$ cat src/rtl/serv_dbg_rf_trace.sv
// Register-write trace capture for the SERV RF RAM write port.
// Rebuilds RF_WIDTH-bit beats into 32-bit register writes and queues them for the debug module.
module serv_dbg_rf_trace #(
   parameter int RF_WIDTH = 8,
   parameter int RF_L2D   = $clog2((32+4)*32/RF_WIDTH),
   parameter int DEPTH    = 8
) (
   input  logic                     clk,
   input  logic                     i_rst,
   input  logic                     i_en,
   input  logic                     i_clr,
   input  logic [RF_L2D-1:0]        i_waddr,
   input  logic [RF_WIDTH-1:0]      i_wdata,
   input  logic                     i_wen,
   output logic                     o_valid,
   input  logic                     i_ready,
   output logic [5:0]               o_reg,
   output logic [31:0]              o_data,
   output logic [$clog2(DEPTH):0]   o_level,
   output logic                     o_overflow,
   output logic                     o_err
);

   localparam int LANES = 32/RF_WIDTH;
   localparam int LB    = $clog2(LANES);
   localparam int AW    = $clog2(DEPTH);

   // Two assembly slots: rd and CSR write-backs may interleave beat by beat.
   logic [1:0]           r_busy;
   logic [1:0][5:0]      r_sreg;
   logic [1:0][LB-1:0]   r_next;
   logic [1:0][31:0]     r_word;

   logic [37:0]          r_mem [DEPTH];
   logic [AW-1:0]        r_rd;
   logic [AW-1:0]        r_wr;
   logic [AW:0]          r_cnt;
   logic                 r_ovf;
   logic                 r_err;

   logic [5:0]           w_reg;
   logic [LB-1:0]        w_lane;
   logic [1:0]           w_match;
   logic [1:0]           w_seq;
   logic                 w_hit;
   logic                 w_sel;
   logic                 w_bad;
   logic                 w_last;
   logic [31:0]          w_word;
   logic                 w_full;
   logic                 w_pop;
   logic                 w_wr;

   assign w_reg  = i_waddr[RF_L2D-1:LB];
   assign w_lane = i_waddr[LB-1:0];

   always_comb begin
      for (int i = 0; i < 2; i++) begin
         w_match[i] = r_busy[i] && (r_sreg[i] == w_reg);
         w_seq[i]   = w_match[i] && (r_next[i] == w_lane);
      end
   end

   // Slot selection: lane 0 restarts a matching slot or takes the lowest free one;
   // later lanes must land on the slot expecting exactly that lane.
   always_comb begin
      w_hit = 1'b0;
      w_sel = 1'b0;
      w_bad = 1'b0;
      if (i_wen && (w_lane == '0) && i_en) begin
         if (w_match[0]) begin
            w_hit = 1'b1;
         end else if (w_match[1]) begin
            w_hit = 1'b1;
            w_sel = 1'b1;
         end else if (!r_busy[0]) begin
            w_hit = 1'b1;
         end else if (!r_busy[1]) begin
            w_hit = 1'b1;
            w_sel = 1'b1;
         end else begin
            w_bad = 1'b1;
         end
      end else if (i_wen && (w_lane != '0)) begin
         if (w_seq[0]) begin
            w_hit = 1'b1;
         end else if (w_seq[1]) begin
            w_hit = 1'b1;
            w_sel = 1'b1;
         end else begin
            w_bad = 1'b1;
         end
      end
   end

   always_comb begin
      w_word = (w_lane == '0) ? 32'd0 : r_word[w_sel];
      w_word[w_lane*RF_WIDTH +: RF_WIDTH] = i_wdata;
   end

   assign w_last  = w_hit && (w_lane == LB'(LANES-1));
   assign w_full  = (r_cnt == (AW+1)'(DEPTH));
   assign w_pop   = o_valid && i_ready;
   assign w_wr    = w_last && (!w_full || w_pop);

   assign o_valid    = (r_cnt != '0);
   assign o_reg      = o_valid ? r_mem[r_rd][37:32] : 6'd0;
   assign o_data     = o_valid ? r_mem[r_rd][31:0]  : 32'd0;
   assign o_level    = r_cnt;
   assign o_overflow = r_ovf;
   assign o_err      = r_err;

   always_ff @(posedge clk or posedge i_rst) begin
      if (i_rst) begin
         r_busy <= '0;
         r_next <= '0;
         r_rd   <= '0;
         r_wr   <= '0;
         r_cnt  <= '0;
         r_ovf  <= 1'b0;
         r_err  <= 1'b0;
      end else if (i_clr) begin
         r_busy <= '0;
         r_next <= '0;
         r_rd   <= '0;
         r_wr   <= '0;
         r_cnt  <= '0;
         r_ovf  <= 1'b0;
         r_err  <= 1'b0;
      end else begin
         if (w_bad)
            r_err <= 1'b1;
         if (w_hit) begin
            if (w_lane == '0) begin
               r_busy[w_sel] <= 1'b1;
               r_next[w_sel] <= LB'(1);
            end else if (w_last) begin
               r_busy[w_sel] <= 1'b0;
            end else begin
               r_next[w_sel] <= r_next[w_sel] + 1'b1;
            end
         end
         if (w_last && w_full && !w_pop)
            r_ovf <= 1'b1;
         if (w_wr)
            r_wr <= r_wr + 1'b1;
         if (w_pop)
            r_rd <= r_rd + 1'b1;
         if (w_wr && !w_pop)
            r_cnt <= r_cnt + 1'b1;
         else if (!w_wr && w_pop)
            r_cnt <= r_cnt - 1'b1;
      end
   end

   // Datapath storage carries no reset; occupancy and busy flags qualify it.
   always_ff @(posedge clk) begin
      if (w_hit) begin
         r_sreg[w_sel] <= w_reg;
         r_word[w_sel] <= w_word;
      end
      if (w_wr && !i_clr)
         r_mem[r_wr] <= {w_reg, w_word};
   end

endmodule
$ cat config.mk
export PLATFORM = sky130hd
export DESIGN_NAME = serv_dbg_rf_trace
export DESIGN_NICKNAME = d
export VERILOG_FILES = /design/src/rtl/serv_dbg_rf_trace.sv
export SDC_FILE = /design/constraint.sdc
export NUM_CORES = 1
export LEC_CHECK = 0
export BUFFER_PORTS_ARGS = -buffer_cell sky130_fd_sc_hd__buf_4
export CORE_UTILIZATION = 45
export CTS_CLUSTER_DIAMETER = 40
export DETAILED_ROUTE_END_ITERATION = 6
export SYNTH_ARGS = -nofsm -noshare
export SYNTH_HDL_FRONTEND = slang
export SYNTH_SLANG_ARGS = --single-unit
$ cat constraint.sdc
create_clock -name clk -period 15.85 [get_ports clk]
set_input_delay 3.17 -clock clk [delete_from_list [all_inputs] [get_ports clk]]
set_output_delay 3.17 -clock clk [all_outputs]
set_load 0.1 [all_outputs]
# Word level (Yosys, flattened, before mapping)
# Memories as Yosys holds them, arrays and structs flattened.
# Index checks and enable logic that the tools add are counted.
dict set report totals {
  ff_bits 94
  ram_bits 304
  in_bits 22
  wordCells 131
  memories 1
}
dict set report op_classes {
  addsub 6
  order_cmp 2
  n_eq_ne 7
  shifts 2
  muxes 62
  bitwise 6
  n_reduce_logical 33
}
# memory depth word_bits rd rd_ports_with_merged_regs write_ports line_no
set mem_list {}
lappend mem_list {r_mem 8 38 1 0 1 34} ;# logic [37:0] r_mem [DEPTH];
# cell count
set op_table {}
lappend op_table {{32-bit two-way mux} 5}
lappend op_table {{64-bit bitwise mux} 1}
lappend op_table {{5-bit negator with 34-bit output} 1}
lappend op_table {{8-bit by 34-bit variable shift with 32-bit output (first input constant)} 1}
lappend op_table {{8-bit by 34-bit indexed part select with 32-bit output} 1}
lappend op_table {{32-bit bitwise mux} 1}
lappend op_table {{32-bit demux with 1-bit select} 1}
lappend op_table {{1-bit two-way mux} 29}
lappend op_table {{4-bit two-way mux} 7}
lappend op_table {{1-bit logical AND} 16}
lappend op_table {{2-bit two-way mux} 7}
lappend op_table {{12-bit bitwise mux} 1}
lappend op_table {{6-bit equality test} 2}
lappend op_table {{3-bit two-way mux} 4}
lappend op_table {{6-bit two-way mux} 2}
lappend op_table {{2-bit nonzero test} 6}
lappend op_table {{3-bit by 1-bit adder with 3-bit output (second input constant)} 2}
lappend op_table {{6-bit demux with 1-bit select} 1}
lappend op_table {{3-bit nonzero test} 2}
lappend op_table {{4-bit by 1-bit adder with 4-bit output (second input constant)} 1}
lappend op_table {{2-bit bitwise AND} 2}
lappend op_table {{4-bit bitwise mux} 1}
lappend op_table {{2-bit equality test} 2}
lappend op_table {{4-bit equality test (second input constant)} 1}
lappend op_table {{other kinds (15)} 21}

# Logic depth before layout (Yosys ltp)
dict set report depth {
  word_depth 17
  ltp_mapped 12
  ltp_nobuf 11
}

# Worst setup path before layout
# Ideal clock, no wire load.
dict set report synth_path {
  kind {input port to flip-flop}
  start {input i_waddr[4]}
  end {memory r_mem[0][0], enable pin}
  setup_ns 0.528
  t_arrival_ns 8.148
  path_slack_ns 7.174
  stages 7
  n_path_buf 0
  path_cell_list {xor2_1 > nor4_4 > and3_1 > o21ai_1 > a21oi_2 > nand2b_1 > nor4_1}
}
dict set report synth_via {
  elab_chain_cells 12
}
# item line_no
set synth_lines {}
lappend synth_lines {{start, declared} 12} ;# input logic [RF_L2D-1:0] i_waddr,
lappend synth_lines {{6-bit equality test} 59} ;# w_match[i] = r_busy[i] && (r_sreg[i] == w_reg);
lappend synth_lines {{1-bit logical AND} 59}
lappend synth_lines {{1-bit logical AND} 60} ;# w_seq[i] = w_match[i] && (r_next[i] == w_lane);
lappend synth_lines {{1-bit two-way mux} 87} ;# end else if (w_seq[1]) begin
lappend synth_lines {{1-bit two-way mux} 85} ;# if (w_seq[0]) begin
lappend synth_lines {{1-bit two-way mux} 84} ;# end else if (i_wen && (w_lane != '0)) begin
lappend synth_lines {{1-bit two-way mux (*)} 70} ;# if (i_wen && (w_lane == '0) && i_en) begin
lappend synth_lines {{1-bit logical AND (*)} 101} ;# assign w_last = w_hit && (w_lane == LB'(LANES-1));
lappend synth_lines {{1-bit logical AND (*)} 104} ;# assign w_wr = w_last && (!w_full || w_pop);
lappend synth_lines {{1-bit logical AND (*)} 162} ;# if (w_wr && !i_clr)
lappend synth_lines {{1-bit two-way mux (*)} 162}
lappend synth_lines {{1-bit two-way mux (implied by the code) (*)} 163} ;# r_mem[r_wr] <= {w_reg, w_word};
lappend synth_lines {{end, declared} 34}
# Every way passes the cells marked *; elsewhere a longest branch is shown, timed or not.

# Worst setup path in the final report
dict set report layout_path {
  start {register r_rd[0]}
  end {output o_data[9]}
}
dict set report layout_via {
  elab_chain_cells 2
}
# item line_no
set layout_lines {}
lappend layout_lines {{start, declared} 35} ;# logic [AW-1:0] r_rd;
lappend layout_lines {{start signal, assigned} 148} ;# r_rd <= r_rd + 1'b1;
lappend layout_lines {{memory read 8 x 38 bit} --}
lappend layout_lines {{32-bit two-way mux} 108} ;# assign o_data = o_valid ? r_mem[r_rd][31:0] : 32'd0;
lappend layout_lines {{end, declared} 18} ;# output logic [31:0] o_data,
# No other way between the ends.

==> metrics.yaml <==
placed_design:
  dpl.cell_count: 1316
  gp_congestion: 0.817
  dp_hpwl_um: 18500
  placed_cell_area_mm2: 0.0170
  numPortBuffers: 66
setup_path:
  cp_max_fo: 50
  crit_chain: "buf_4 > mux4_2 > mux2i_1 > nor2_1 > buf_4"
  crit_top_cell: "buf_4"
  start_kind: "register"
  slowest_stage: "buf_4"
  worstPathArrival_ns: 3.50
  cp_slowest_stage_delay_ns: 0.90
  crit_type: "register to output pin"
  rr_worst_depth: 8
  r2r_start: "r_sreg[0]"
  cp-end-kind: "output pin"
  worst-r2r-setup-slack_ns: 12.12
  r2r-end: "r_mem[0][15]"
  cp_data_required_time_ns: 12.68
grt:
  grt_pass1_wl_um: 49000
  grt_max_degree: 53
  antenna_found_initial: 1
  grt_pass1_vias: 7975
  track_usage_pct: 18.3
  grt-ovfl-total: 0
detailed_routing:
  drt_iter0_drc: 484
  drt_wl_total_um: 31700
  wire_per_inst_um: 22.7
  postRouteAntennaNets: 0
  dr.pass1.iters: 5
  vias: 7737
  via_per_inst: 5.54
  drcViolationCount: 0
synthesis:
  synth_warnings: 0
  ys_ff_latch: 398
  syn-instance-count: 812
  synth_area_mm2: 0.0159
  yosysSeqAreaShare_pct: 74.8
  synth.net_count: 844
  synth_area_per_cell_um2: 19.5
  ys_types: 51
timing:
  setup_viol: 0
  worst_pin_slew_ns: 1.05
  finalCritPeriodShare_pct: 42.1
  timing.slew.headroom_pct: 29.8
  slew_violations: 0
  setup_tns_ns: 0
  fmax_mhz: 150
  finalHoldViolCount: 0
  clock_skew_ns: 0.0216
  rsz0062_at_grt: "no"
  period_needed_ns: 6.67
clock_tree:
  htree_num_levels: 2
  clockRootBuffer: "clkbuf_16"
  cts_resized: 0
  cts_hold_buf: 0
  numClockSinks: 398
  cts-buffers-inserted: 46
  ctsLongestPathBuffers: 3
  clkSlewWorstSetupHoldPaths_ns: 0.06
  cts_setup_buffers: 0
  clk_latency_ns: 0.55
  cts_tree: "built"
power:
  comb_power_share_pct: 34.0
  power_density_mw_per_mm2: 178
  seq_power_share_pct: 36.5
  internal-power_mw: 2.01
  power_frac_clock_pct: 29.5
  ir_drop_uv: 283
  p_sw_mw: 1.27
  p_leak_nw: 5.97
  switching_share_pct: 38.7
die:
  core_area_mm2: 0.0346
  ioPinCount: 67
  initial_utilization_pct: 45.8
  rows: 68
  die_h_um: 190
  die-area_mm2: 0.0360
  die_x_um: 190
layout:
  design_area_mm2: 0.0184
  final_nets: 941
  syn_to_final_growth_pct: 16.0
  antenna_cells: 0
  n_fill_cell: 2729
  final_common_cell: "edfxtp_1"
  layout_common_cells: "edfxtp_1 (380), buf_4 (81), mux4_2 (76), nor2_1 (61), clkbuf_16 (46)"
  final_cells: 1396
  drive_above_1_share_pct: 26.5
min_path:
  hold_end: "r_next[3]"
  hp-start: "r_next[3]"
  hold_class: "register to register"
  hold_depth: 2
flow_run:
  max_cap_viol_count: 0
status:
  status: "finished, final reports clean"
cells in the mapped netlist, drive strengths merged:
cell type  count  share of area (%)
a21o           3               0.14
or3            3               0.12
fa             1               0.13
a21bo          2               0.13
and2          34                1.3
xnor2         10               0.55
and3           2              0.079
nand4b         1              0.055
o21ai          5               0.16
ha             9               0.71
clkbuf        23               0.54
nor2b          2              0.079
buf            9               0.25
edfxtp       380                 72
xor2          10               0.55
nor3           3               0.13
nand3b         2              0.095
nor4           3               0.21
o31ai          2              0.095
inv           10               0.24
and4           2               0.11
dfrtp         18                2.8
o21a           1              0.047
mux4          76                 11
nor4b          1              0.055
nand2         16               0.38
a311oi         2               0.11
nor2          72                1.9
nand2b         3               0.12
o211ai         1              0.047
a21boi         1              0.047
or2            2              0.095
a211oi         4               0.27
mux2           2               0.14
a221o         32                2.0
a221oi         1              0.055
a21oi         12               0.43
a31oi          2              0.079
mux2i         41                2.6
nand4          2               0.12
nand3          7               0.22
worst max-delay path, delay by kind of cell, from the launching register on:
kind,cells,cell delay [ns]
simple gates,1,0.07
flops,1,0.83
buf+inv,2,1.15
mux,2,0.86
sequential cells by signal (all words and copies together) (netlist names):
register	flops
r_next	4
o_err	1
r_word	64
o_overflow	1
r_busy	2
r_sreg	12
r_rd	3
o_level	4
r_wr	3
r_mem	304
cell type report:
type	instances	area [µm²]	share of cell area, %
Clock inverter	24	194	1.05
Sequential cell	398	11900	64.5
Clock buffer	56	1210	6.57
Timing Repair Buffer	81	608	3.30
Inverter	10	37.5	0.204
Multi-Input combinational cell	372	3910	21.3
Tap cell	455	569	3.09
cells by family (layout without fill, tap and decap cells):
logic type,after synthesis,after routing,synth area share (%)
AOI/OAI and AO/OA,68,68,3.62
xor gates and xnor gates,20,20,1.10
adders and majority gates,10,10,0.836
buffers and inverters,42,171,1.03
DFF,398,398,74.8
muxes,119,119,13.5
and+or+nand+nor,155,155,5.10
power groups by stage:
stage                     clock, mW  combinational [mW]  sequential (mW)
after floorplan                   0               0.891             1.23
after global placement            0                1.12             1.22
after detailed placement          0                1.13             1.22
after CTS                     0.987                1.13             1.20
after global routing           1.03                1.17             1.20
final                         0.967                1.11             1.20
worst max-delay path by stage:
stage,startpoint,end,depth (start not counted)
2_1_floorplan,i_waddr[4],r_mem[0][0],7
3_3_place_gp,i_waddr[4],r_mem[0][13],9
3_5_place_dp,i_waddr[2],r_mem[0][12],9
4_1_cts,r_rd[0],o_data[6],5
5_1_grt,r_rd[0],o_data[6],5
6_report,r_rd[0],o_data[9],5
metal layers:
| layer | vias up | GRT usage, % | share of wire (%) |
|---|---|---|---|
| met3 | 45 | 3.15 | 4.3 |
| met2 | 162 | 29.9 | 48 |
| met4 | 2 | 4.53 | 1.8 |
| met5 | - | 0 | 0.038 |
| met1 | 4039 | 25.7 | 45 |
| li1 | 3489 | - | - |
through the flow:
step / hold slack [ns] / util (%) / power, mW / worst slack [ns]
final: 0.559 / 53.1 / 3.28 / 9.18
after global routing: 0.580 / 53.1 / 3.41 / 8.89
after CTS: 0.560 / 53.1 / 3.32 / 9.00
after detailed placement: 0.552 / 49.1 / 2.35 / 9.16
after global placement: 0.551 / 49.1 / 2.35 / 9.29
after floorplan: 0.516 / - / 2.12 / 7.17
Note: power is estimated with default switching activity, not from simulation.
